===== src/rtl/ps2_pkg.sv =====
// ps2_pkg: shared types and constants for the PS/2 scan-code receiver.
package ps2_pkg;
    typedef enum logic [1:0] {IDLE, DATA, PARITY, STOP} state_e;
    localparam logic [7:0] BREAK_PREFIX    = 8'hF0;
    localparam int         FRAME_DATA_BITS = 8;
    function automatic int timeout_w(input int cycles);
        return (cycles > 2) ? $clog2(cycles) : 1;
    endfunction
endpackage


===== src/rtl/ps2_sync_edge.sv =====
// ps2_sync_edge: synchronises the raw PS/2 lines and flags ps2_clk falling edges.
module ps2_sync_edge #(
    parameter int SYNC_STAGES = 2
) (
    input  logic clk,
    input  logic rst,
    input  logic ps2_clk,
    input  logic ps2_data,
    output logic data_s,
    output logic fall_tick
);
    logic [SYNC_STAGES-1:0] clk_sync_q, data_sync_q;
    logic                   clk_prev_q, fall_q;
    // Idle-high reset values keep reset release from looking like an edge
    always_ff @(posedge clk or negedge rst) begin
        if (!rst) begin
            clk_sync_q  <= '1;
            data_sync_q <= '1;
            clk_prev_q  <= 1'b1;
            fall_q      <= 1'b0;
        end else begin
            clk_sync_q  <= {clk_sync_q[SYNC_STAGES-2:0], ps2_clk};
            data_sync_q <= {data_sync_q[SYNC_STAGES-2:0], ps2_data};
            clk_prev_q  <= clk_sync_q[SYNC_STAGES-1];
            fall_q      <= clk_prev_q & ~clk_sync_q[SYNC_STAGES-1];
        end
    end
    assign data_s    = data_sync_q[SYNC_STAGES-1];
    assign fall_tick = fall_q;
endmodule


===== src/rtl/ps2_scan_rx.sv =====
// ps2_scan_rx: PS/2 frame receiver with odd-parity/stop checks and a stall watchdog.
// Defining PS2_BREAK_FILTER_EN folds the F0 break prefix into key_released.
module ps2_scan_rx
    import ps2_pkg::*;
#(
    parameter int SYNC_STAGES    = 2,
    parameter int TIMEOUT_CYCLES = 50000
) (
    input  logic       clk,
    input  logic       rst,
    input  logic       ps2_clk,
    input  logic       ps2_data,
    output logic [7:0] scan_code,
    output logic       code_valid,
    output logic       key_released,
    output logic       frame_err
);
    localparam int TIMEOUT_W = timeout_w(TIMEOUT_CYCLES);
    localparam int CNT_W     = $clog2(FRAME_DATA_BITS);
    state_e                 state_q, state_d;
    logic [CNT_W-1:0]       cnt_q, cnt_d;
    logic [7:0]             shift_q, shift_d, code_q, code_d;
    logic                   parity_q, parity_d, valid_q, err_q;
    logic [TIMEOUT_W-1:0]   wd_q, wd_d, wd_inc;
    logic                   data_s, fall_tick, accept, reject, report;
    ps2_sync_edge #(.SYNC_STAGES(SYNC_STAGES)) u_sync (
        .clk       (clk),
        .rst       (rst),
        .ps2_clk   (ps2_clk),
        .ps2_data  (ps2_data),
        .data_s    (data_s),
        .fall_tick (fall_tick)
    );
    assign wd_inc = wd_q + 1'b1;
    always_comb begin
        state_d  = state_q;
        cnt_d    = cnt_q;
        shift_d  = shift_q;
        parity_d = parity_q;
        accept   = 1'b0;
        reject   = 1'b0;
        wd_d     = (state_q == IDLE || fall_tick) ? '0 : wd_inc;
        if (fall_tick) begin
            case (state_q)
                IDLE: if (!data_s) begin
                    state_d = DATA;
                    cnt_d   = '0;
                end
                DATA: begin
                    shift_d = {data_s, shift_q[7:1]};
                    cnt_d   = cnt_q + 1'b1;
                    state_d = (cnt_q == CNT_W'(FRAME_DATA_BITS - 1)) ? PARITY : DATA;
                end
                PARITY: begin
                    parity_d = data_s;
                    state_d  = STOP;
                end
                STOP: begin
                    state_d = IDLE;
                    accept  = data_s && (^shift_q ^ parity_q);
                    reject  = !accept;
                end
            endcase
        end else if (state_q != IDLE && wd_inc == TIMEOUT_W'(TIMEOUT_CYCLES - 1)) begin
            state_d = IDLE;
            reject  = 1'b1;
        end
        code_d = report ? shift_q : code_q;
    end
    always_ff @(posedge clk or negedge rst) begin
        if (!rst) begin
            state_q  <= IDLE;
            cnt_q    <= '0;
            shift_q  <= '0;
            parity_q <= 1'b0;
            wd_q     <= '0;
            code_q   <= '0;
            valid_q  <= 1'b0;
            err_q    <= 1'b0;
        end else begin
            state_q  <= state_d;
            cnt_q    <= cnt_d;
            shift_q  <= shift_d;
            parity_q <= parity_d;
            wd_q     <= wd_d;
            code_q   <= code_d;
            valid_q  <= report;
            err_q    <= reject;
        end
    end
`ifdef PS2_BREAK_FILTER_EN
    logic brk_q, rel_q, is_brk;
    // A second F0 while one is pending is a real released-key byte
    assign is_brk = (shift_q == BREAK_PREFIX) && !brk_q;
    assign report = accept && !is_brk;
    always_ff @(posedge clk or negedge rst) begin
        if (!rst) begin
            brk_q <= 1'b0;
            rel_q <= 1'b0;
        end else if (accept) begin
            brk_q <= is_brk;
            rel_q <= is_brk ? rel_q : brk_q;
        end else if (reject) begin
            brk_q <= 1'b0;
        end
    end
    assign key_released = rel_q;
`else
    assign report       = accept;
    assign key_released = 1'b0;
`endif
    assign scan_code  = code_q;
    assign code_valid = valid_q;
    assign frame_err  = err_q;
endmodule

===== config.mk =====
export PLATFORM = sky130hd
export DESIGN_NAME = ps2_scan_rx
export DESIGN_NICKNAME = d
export VERILOG_FILES = /design/src/rtl/ps2_pkg.sv /design/src/rtl/ps2_sync_edge.sv /design/src/rtl/ps2_scan_rx.sv
export SDC_FILE = /design/constraint.sdc
export NUM_CORES = 1
export LEC_CHECK = 0
export ABC_AREA = 1
export ABC_CLOCK_PERIOD_IN_PS = 3300
export CORE_UTILIZATION = 35
export DETAILED_ROUTE_END_ITERATION = 7
export PLACE_DENSITY = 0.51
export SYNTH_ARGS = -nofsm -noshare
export SYNTH_HDL_FRONTEND = slang
export SYNTH_SLANG_ARGS = --single-unit
export TNS_END_PERCENT = 20

===== constraint.sdc =====
create_clock -name clk -period 3.3 [get_ports clk]
set_clock_uncertainty 0.05 [all_clocks]
set_input_delay 0.33 -clock clk [delete_from_list [all_inputs] [get_ports clk]]
set_output_delay 0.33 -clock clk [all_outputs]
set_load 0.1 [all_outputs]

==> run_results.csv <==
group,metric,value,unit
job,max_cap_viol_count,0,
sta,hold_ws,0.150,ns
detailed_routing,viasPerCell,4.73,
power,seqPwrFrac,52.6,%
worst_setup_path,crit_type,"reg -> out",
final_layout,fin_area,2520,um2
worst_setup_path,cp-end-kind,"output pin",
floorplan,die-width,81.7,um
worst_setup_path,reg2reg_to,"shift_q[0]",
clock_tree,cts_tree,"yes",
grt,grt_pass1_wl,7490,um
sta,fmax,0.462,GHz
clock_tree,clockRootBuffer,"clkbuf_8",
sta,slew_headroom,32.9,%
power,p_per_area,512,nW/um2
detailed_routing,drc_errors,0,
final_layout,drive_above_1_share,8.25,%
sta,fin_tns_setup,0,ns
floorplan,boundaryPins,15,
power,power_leakage,1.21,nW
final_layout,final_nets,298,
synthesis,async_reset_ff_share,100,%
worst_setup_path,worst-r2r-setup-slack,1.19,ns
placed_design,place_area,2420,um2
worst_setup_path,critPathSlowestCell,"clkdlybuf4s50_1",
floorplan,core,6030,um2
power,swShare,31.7,%
worst_setup_path,crit_buf_inv,1,
power,power_frac_comb,19.9,%
clock_tree,cts_inserted_buffers,5,
power,ir_drop,0.296,mV
clock_tree,cts.sinks,46,
worst_setup_path,required,2.92,ns
synthesis,netlist_area,2220,um2
final_layout,area_delta_synth_final,13.2,%
clock_tree,cts.repair.resized,0,
grt,grt_pass1_vias,1587,
synthesis,synth_edf_count,0,
final_layout,antenna_cells,0,
grt,track_usage,15.1,%
synthesis,seq_area_frac_synth,52.1,%
detailed_routing,vias,1733,
worst_hold_path,min_path_type,"in -> async",
clock_tree,holdBufCountCts,0,
worst_setup_path,ff2ff_path_depth,6,
floorplan,die_area,6670,um2
sta,finalSetupViolCount,0,
power,p_int,0.000880,W
grt,grt_max_degree,47,
placed_design,dp_hpwl,3050,um
synthesis,syn_nets,281,
floorplan,die_y,81.7,um
floorplan,initial_core_util,36.9,%
placed_design,place_congestion,0.756,
worst_setup_path,startpoint_type,"flip-flop",
worst_setup_path,crit_arrival,1.79,ns
detailed_routing,drt_iter0_drc,72,
sta,maxSlewViolCount,0,
synthesis,ys_types,29,
detailed_routing,drtAntennaViolNets,0,
sta,rsz0062_at_grt,"no",
detailed_routing,wl_per_cell,11.6,um
grt,grt_overflow_total,0,
run_status,outcome,"finished clean",
worst_setup_path,slowest_delay,1.13,ns
synthesis,syn_inst,273,
clock_tree,htree_levels,2,
worst_setup_path,crit_chain,"clkdlybuf4s50_1",
sta,period_minus_slack,2.17,ns
floorplan,fp-row-count,28,
clock_tree,clockBufferDepth,2,
detailed_routing,drt_first_pass_iters,4,
sta,worst_slew_pin_slew,1.01,ns
final_layout,final_core_util,41.8,%
detailed_routing,wl,4240,um
synthesis,synthFlopType,"dfrtp_1",
worst_setup_path,crit_fanout,2,
synthesis,yosysWarnings,0,
clock_tree,path_clk_slew,0.09,ns
worst_setup_path,rr_startpoint,"u_sync.fall_tick",
power,p_switching,0.000408,W
sta,hold_viol_final,0,
clock_tree,clock_latency,0.30,ns
synthesis,postSynthAreaPerCell,8.14,um2
power,pwr-share-clk,27.5,%
placed_design,port_buffers,13,
worst_setup_path,path_delay_family,"buffers and inverters",
grt,antenna_found_initial,0,
synthesis,synth_seq_cells,46,
sta,post-route-period-util,65.7,%
clock_tree,post_cts_buffers,0,
[layout make-up]
class / count / area (um2)
inverter: 30 / 113
sequential: 46 / 1160
tap: 75 / 93.8
fill: 645 / 3510
timing repair buffer: 13 / 125
multi-input combinational: 194 / 936
clock buffer: 7 / 86.3
clock inverter: 1 / 5.00
[power by group through the flow]
stage	registers (W)	clock network (W)	logic [W]
floorplan	0.000670	0	0.000213
global placement	0.000688	0	0.000256
detailed placement	0.000687	0	0.000264
CTS	0.000676	0.000375	0.000265
global route	0.000685	0.000398	0.000303
finish	0.000677	0.000354	0.000257
[metal layers]
layer / GRT usage, % / share of wire [%] / vias to the layer above
met5: 0 / 0 / -
met2: 22.1 / 43 / 21
met4: 5.26 / 1.6 / 0
li1: - / - / 900
met1: 21.3 / 53 / 807
met3: 4.00 / 2.8 / 5
[worst max path at each step]
| stage | startpoint | endpoint | cells after the start |
|---|---|---|---|
| final | scan_code[2] | scan_code[2] | 1 |
| after global routing | u_sync.fall_tick | cnt_q[0] | 5 |
| after CTS | scan_code[2] | scan_code[2] | 1 |
| after detailed placement | u_sync.fall_tick | cnt_q[0] | 5 |
| after global placement | u_sync.fall_tick | shift_q[0] | 6 |
| after floorplan | wd_q[1] | state_q[0] | 10 |
[kinds of logic (layout without fill, tap and decap cells)]
logic type | Yosys count | in the layout | synth area share (%)
buffers and inverters | 33 | 51 | 5.80
adders and majority gates | 4 | 4 | 2.25
xor gates and xnor gates | 6 | 6 | 2.36
other | 1 | 1 | 0.169
AOI/OAI and AO/OA | 18 | 18 | 4.56
and+or+nand+nor | 165 | 165 | 32.8
DFF | 46 | 46 | 52.1
[registers in the layout (all words and copies together), names as in the netlist, 2 cells and up]
| name | cells |
|---|---|
| cnt_q | 3 |
| u_sync.data_sync_q | 2 |
| scan_code | 8 |
| shift_q | 8 |
| u_sync.clk_sync_q | 2 |
| state_q | 2 |
| wd_q | 16 |
[synth_stat cells (2+ instances only)]
cell type,number,area (um2)
nand2_1,88,330
dfrtp_1,41,1030
inv_1,29,109
nor2_1,29,109
nand3_1,26,130
a21oi_1,8,40.0
nand4_1,7,43.8
o21ai_0,6,30.0
dfstp_2,5,131
xnor2_1,5,43.8
ha_1,4,50.1
nor2_2,4,25.0
a22o_1,2,17.5
nand3_2,2,20.0
nor2_4,2,22.5
nor3_1,2,10.0
[cell usage in the layout, fill, tap and decap left out, types with 2 or more instances in the layout]
cell | netlist | final
nor2_2 | 4 | 4
inv_1 | 29 | 29
a21oi_1 | 8 | 8
clkdlybuf4s50_1 | 0 | 12
nand4_1 | 7 | 7
clkbuf_8 | 0 | 6
nand3_2 | 2 | 2
o21ai_0 | 6 | 6
dfrtp_1 | 41 | 41
nand3_1 | 26 | 26
ha_1 | 4 | 4
dfstp_2 | 5 | 5
nand2_1 | 88 | 88
xnor2_1 | 5 | 5
nor3_1 | 2 | 2
nor2_4 | 2 | 2
nor2_1 | 29 | 29
a22o_1 | 2 | 2
[per-stage QoR]
stage               instances  total power, W  setup slack, ns
floorplan                 273        0.000883             1.70
global placement          358        0.000944             1.31
detailed placement        358        0.000950             1.22
CTS                       366         0.00132             1.11
global route              366         0.00139            0.907
finish                    366         0.00129             1.13
No activity file was read; power rests on OpenSTA's default activity.
